File: config.mk
export PLATFORM = sky130hd
export DESIGN_NAME = led_mode_controller
export DESIGN_NICKNAME = d
export VERILOG_FILES = /design/src/rtl/led_mode_controller.sv
export SDC_FILE = /design/constraint.sdc
export NUM_CORES = 1
export LEC_CHECK = 0
export ABC_AREA = 1
export CAP_MARGIN = 5
export CORE_MARGIN = 3
export CORE_UTILIZATION = 58
export CTS_CLUSTER_DIAMETER = 200
export DETAILED_ROUTE_END_ITERATION = 8
export PLACE_DENSITY = 0.86
export SYNTH_ARGS = -nofsm -noshare
export SYNTH_HDL_FRONTEND = slang
export SYNTH_SLANG_ARGS = --single-unit
File: constraint.sdc
create_clock -name clock -period 4.1 [get_ports clock]
set_clock_uncertainty 0.05 [all_clocks]
set_input_delay 0.41 -clock clock [delete_from_list [all_inputs] [get_ports clock]]
set_output_delay 0.41 -clock clock [all_outputs]
set_load 0.05 [all_outputs]
File: src/rtl/led_mode_controller.sv
// led_mode_controller: push-button LED mode sequencer.
// Synchronises and debounces one raw button, advances a 4-mode FSM on each
// debounced press, and drives the LED bank from a free-running tick divider.
module led_mode_controller #(
    parameter int unsigned TICK_DIVIDE     = 100_000_000,
    parameter int unsigned DEBOUNCE_CYCLES = 3_000_000,
    parameter int unsigned NUM_LEDS        = 4
) (
    input  logic                clock,
    input  logic                reset,
    input  logic                button,
    output logic [NUM_LEDS-1:0] led,
    output logic [1:0]          mode,
    output logic                tick
);

    localparam int unsigned CW = $clog2(TICK_DIVIDE);
    localparam int unsigned DW = $clog2(DEBOUNCE_CYCLES + 1);
    localparam int unsigned IW = $clog2(NUM_LEDS);

    typedef enum logic [1:0] {
        MODE_OFF   = 2'd0,
        MODE_SOLID = 2'd1,
        MODE_BLINK = 2'd2,
        MODE_CHASE = 2'd3
    } mode_t;

    logic          btn_meta;
    logic          btn_s;
    logic          deb;
    logic          deb_prev;
    logic [DW-1:0] deb_cnt;
    logic          press;
    logic [CW-1:0] tick_cnt;
    logic          wrap;
    logic          phase;
    logic [IW-1:0] idx;

    mode_t               state;
    mode_t               state_next;
    logic [NUM_LEDS-1:0] led_next;

    // Two-flop synchroniser for the asynchronous button
    always_ff @(posedge clock) begin
        if (reset) begin
            btn_meta <= 1'b0;
            btn_s    <= 1'b0;
        end else begin
            btn_meta <= button;
            btn_s    <= btn_meta;
        end
    end

    // Debounce filter and registered rising-edge press pulse
    always_ff @(posedge clock) begin
        if (reset) begin
            deb      <= 1'b0;
            deb_prev <= 1'b0;
            deb_cnt  <= '0;
            press    <= 1'b0;
        end else begin
            deb_prev <= deb;
            press    <= deb & ~deb_prev;
            if (btn_s != deb) begin
                if (deb_cnt == DW'(DEBOUNCE_CYCLES - 1)) begin
                    deb     <= btn_s;
                    deb_cnt <= '0;
                end else begin
                    deb_cnt <= deb_cnt + DW'(1);
                end
            end else begin
                deb_cnt <= '0;
            end
        end
    end

    assign wrap = (tick_cnt == CW'(TICK_DIVIDE - 1));

    // Tick divider, blink phase and chase index; a press restarts all three
    always_ff @(posedge clock) begin
        if (reset) begin
            tick_cnt <= '0;
            tick     <= 1'b0;
            phase    <= 1'b0;
            idx      <= '0;
        end else begin
            tick <= wrap;
            if (press) begin
                tick_cnt <= '0;
                phase    <= 1'b1;
                idx      <= '0;
            end else begin
                tick_cnt <= wrap ? '0 : tick_cnt + CW'(1);
                if (wrap) begin
                    phase <= ~phase;
                    idx   <= (idx == IW'(NUM_LEDS - 1)) ? '0 : idx + IW'(1);
                end
            end
        end
    end

    // Mode state register
    always_ff @(posedge clock) begin
        if (reset) begin
            state <= MODE_OFF;
        end else begin
            state <= state_next;
        end
    end

    // Mode sequencing: each press steps to the next mode, wrapping to OFF
    always_comb begin
        state_next = state;
        if (press) begin
            case (state)
                MODE_OFF:   state_next = MODE_SOLID;
                MODE_SOLID: state_next = MODE_BLINK;
                MODE_BLINK: state_next = MODE_CHASE;
                MODE_CHASE: state_next = MODE_OFF;
                default:    state_next = MODE_OFF;
            endcase
        end
    end

    // LED pattern for the current mode, phase and chase position
    always_comb begin
        led_next = '0;
        case (state)
            MODE_OFF:   led_next = '0;
            MODE_SOLID: led_next = '1;
            MODE_BLINK: led_next = {NUM_LEDS{phase}};
            MODE_CHASE: led_next = NUM_LEDS'(1) << idx;
            default:    led_next = '0;
        endcase
    end

    // Registered LED drive
    always_ff @(posedge clock) begin
        if (reset) begin
            led <= '0;
        end else begin
            led <= led_next;
        end
    end

    assign mode = state;

endmodule

### Word-level counts from Yosys, hierarchy flattened

Cells that the tools add are included.

| operators by class | value |
|---|---|
| $add $sub $neg | 3 |
| multiply operators | 0 |
| div/mod/pow operators | 0 |
| $lt $le $gt $ge | 0 |
| equality and inequality tests | 7 |
| shifts and indexed selects | 1 |
| multiplexer cells | 5 |
| bitwise operators | 4 |
| reduce and logical (&&, ||, !) cells | 6 |

Operator list:

| operator | count |
|---|---|
| $add 27x1->27 const B | 1 |
| $eq 27x27->1 const B | 1 |
| $add 22x1->22 const B | 1 |
| $eq 22x22->1 const B | 1 |
| $pmux 4 s4 | 1 |
| $pmux 2 s4 | 1 |
| $eq 2x2->1 const B | 3 |
| $reduce_or 3->1 | 2 |
| $shl 1x2->4 const A | 1 |
| $not 1->1 | 3 |
| $add 2x1->2 const B | 1 |
| $eq 2x1->1 const B | 1 |
| $logic_not 2->1 | 1 |
| $mux 1 | 2 |
| $mux 2 | 1 |
| $reduce_and 2->1 | 1 |
| $reduce_bool 2->1 | 1 |
| $reduce_or 2->1 | 1 |
| $and 1x1->1 | 1 |
| $ne 1x1->1 | 1 |

| word-level totals | value |
|---|---|
| register bits after elaboration | 64 |
| latch bits | 0 |
| bits in writable memories | 0 |
| ROM bits | 0 |
| input port bits | 3 |
| word-level logic and storage cells | 38 |
| memories kept | 0 |

### Depth between registers and ports, before layout

| depth | value |
|---|---|
| depth in word-level cells | 3 |
| mapped depth | 10 |
| mapped depth without buffers | 10 |

### Worst setup path after synthesis

No wires, ideal clock.

| path | value |
|---|---|
| path type | reg-to-reg |
| start point | reg state[1], in the netlist mode[1] |
| end point | reg state[1], in the netlist mode[1] |
| library setup time | 121 ps |
| arrival time | 1,334 ps |
| data required time | 3,929 ps |
| path slack | 2,594 ps |
| cell stages (with the launch flop) | 5 |
| path buffers | 0 |
| clock period less this slack | 1,506 ps |
| cell sequence | dfxtp_1 > inv_1 > ha_1 > o21ai_0 > a21oi_1 |

| between the ends | value |
|---|---|
| longest elaborated chain between the ends | 2 |

Ends and longest elaborated chain:

| item | line | source |
|---|---|---|
| from (decl) | 39 | `mode_t state;` |
| from (signal assigned) | 107 | `state <= state_next;` |
| $eq 2x2->1 (tied with other cells) | 115 | `case (state)` |
| $pmux 2 s4 * | 115 |  |

Mark *: on every way between the ends. The rest lies on a longest branch, timed or not.
A chain may end at the register's enable or synchronous reset.

### Worst setup path after layout

| path | value |
|---|---|
| start point | reg state[1], in the netlist mode[1] |
| end point | out mode[1] |

RTL lines:

| item | line | source |
|---|---|---|
| to (decl) | 13 | `output logic [1:0] mode,` |

No word-level cell between the ends.

==> metrics.txt <==
placed cell area=3400 µm²; commonest non-fill, non-tap cell in the layout=nand2_1; Leak=1.23 nW; Hold Crit Class=reg -> reg; Starting Density=0.619; chip height=81.0 µm; syn nets=476; Syn Std Cell Area=3260 µm²; Final min period=2150 ps; initial antenna violation count=0; Residual DRC=0; Clk Latency, worst-skew pair=350 ps; Setup TNS Final=0 ps; nets=492; ANT cells=0; Synth Area per Inst=7.03 µm²; Final Hold Vio Count=0; first-pass GRT wire length=11600 µm; first-pass detailed-route iteration total=5; Synth top area share=0.393; Worst EP arrival=1690 ps; GRT Max-Usage Layer=met2; H-tree Lvls=3; maximum buffer depth of the clock tree=2; Num CTS Buffers=9; pwr/cell area=342 nW/µm²; wire per inst=11.7 µm; Netlist cell types=33; initial DRC count=202; CTS resizes=0; CTS Hold Bufs=0; Final GP Congestion=0.935; met2 Resource Use GR=0.359; vias per cell=5.20; Slew headroom=0.658; width of the chip=81.0 µm; largest net degree at the start of global routing=27; crit end category=output pin; setup bufs post-CTS=0; Synth Instances=464; Critical path buffers and inverters=1; Post-Route WL=6500 µm; # port buffers=9; Synth Register Bits=64; GR Util met3=0.0721; Core Region=5270 µm²; # IOs=10; clk root buf=clkbuf_8; slowest CP cell=clkdlybuf4s50_1; row cnt=26; most frequent cells in the layout=nand2_1, nor2_1, dfxtp_1, inv_1, nand3_1; fmax=465 MHz; crit start category=register; family with the most delay on the worst path=buffers and inverters; outcome=complete, no violations; TritonCTS clock tree=built; Worst Hold Margin=343 ps; Seq/Total Area, Yosys=0.393; clock sinks=64; crit-path max cell delay=860 ps; pins over their slew limit=0; Final Cycle Share=0.524; overall global routing resource usage=0.228; Ys Warns=0; Vias=2884; CP Max Fanout=8; Synth area leader=dfxtp_1; Clk pin slew, worst setup/hold paths=80 ps; hpwl dp=4740 µm; fillers=423; GR Overflow Total=0; Routed Antenna Nets=0; share of post-route cells with drive strength above 1=0.0990; Global Route met1 Usage=0.295; synth top area cells=dfxtp_1, nand2_1, nor2_1; RSZ-0062 raised after global routing=false; Final setup viols=0; Finished Cell Area=3620 µm²; Req. time, crit path=3640 ps; Peak VDD IR=0.000298 V; vias in the first global route=2672; synth-to-layout area growth=10.9%; crit-path cells=clkdlybuf4s50_1; Max-Cap Viols=0; Crit Path Class=reg -> out; Worst-Margin Slew=512 ps; Die ar.=6560 µm²
==> synth_stat cells, drive strengths merged <==
master	number
a211oi	1
a21oi	26
a31oi	1
buf	3
clkbuf	1
dfxtp	64
ha	9
inv	52
nand2	125
nand3	27
nand3b	5
nand4	9
nor2	99
nor3	14
nor3b	1
o21ai	6
or2	5
xnor2	4
xor2	12
==> metrics by stage <==
stage | std cells | setup slack [ps] | util | power (mW)
after floorplan | 464 | 2590 | - | 0.660
after global placement | 539 | 2050 | 0.645 | 0.661
after detailed placement | 539 | 1990 | 0.645 | 0.662
after CTS | 555 | 1930 | 0.687 | 1.25
after global routing | 555 | 1900 | 0.687 | 1.28
final | 555 | 1950 | 0.687 | 1.24
==> worst register-to-register path, delay by kind of cell (launching register included) <==
family,cells,cell delay [ps]
simple gates,7,940
flops,1,360
buf+inv,2,230
fa+ha+maj,1,180
==> layout make-up <==
class | count | area (µm²) | share of cell area
multi-input cells | 344 | 1740 | 0.482
flip-flops and latches | 64 | 1280 | 0.354
inverters | 52 | 195 | 0.0539
clock buffers | 9 | 124 | 0.0342
clock inverters | 7 | 96.3 | 0.0266
repair buffers | 9 | 90.1 | 0.0249
well taps | 70 | 87.6 | 0.0242
==> registers in the layout, indices dropped and copies added, names as in the netlist <==
signal    count
btn_s         1
press         1
btn_meta      1
deb_cnt      22
tick_cnt     27
tick          1
idx           2
led           4
mode          2
phase         1
deb           1
deb_prev      1
==> power by group <==
part / internal (mW) / switching (mW)
clock network: 0.341 / 0.249
logic: 0.00616 / 0.0135
registers: 0.625 / 0.00279
total: 0.973 / 0.266
==> metal layers <==
metal / up-vias / part of all wire
li1: 1494 / -
met1: 1302 / 0.48
met2: 79 / 0.45
met3: 9 / 0.059
met4: 0 / 0.015
met5: - / 0
==> cell families (layout without fill, tap and decap cells) <==
group | Yosys count | count (layout) | synth area share
AND/OR/NAND/NOR | 285 | 285 | 0.392
flip-flops | 64 | 64 | 0.393
XOR/XNOR | 16 | 16 | 0.0429
buffers and inverters | 56 | 77 | 0.0729
adder cells (fa/ha/maj) | 9 | 9 | 0.0345
AO/OA/AOI/OAI | 34 | 34 | 0.0648
==> path summary, 6_finish.rpt <==
path / start / end / slack [ps] / cells past startpoint
min reg2reg: deb_prev$_SDFF_PP0_ / press$_SDFF_PP0_ / 340 / 1
max: mode[1]$_SDFFE_PP0P_ / mode[1] / 1950 / 1
max reg2reg: deb_cnt[0]$_SDFF_PP0_ / deb_cnt[21]$_SDFF_PP0_ / 2240 / 10
min: deb_prev$_SDFF_PP0_ / press$_SDFF_PP0_ / 340 / 1
Note: power is estimated with default switching activity, not from simulation.
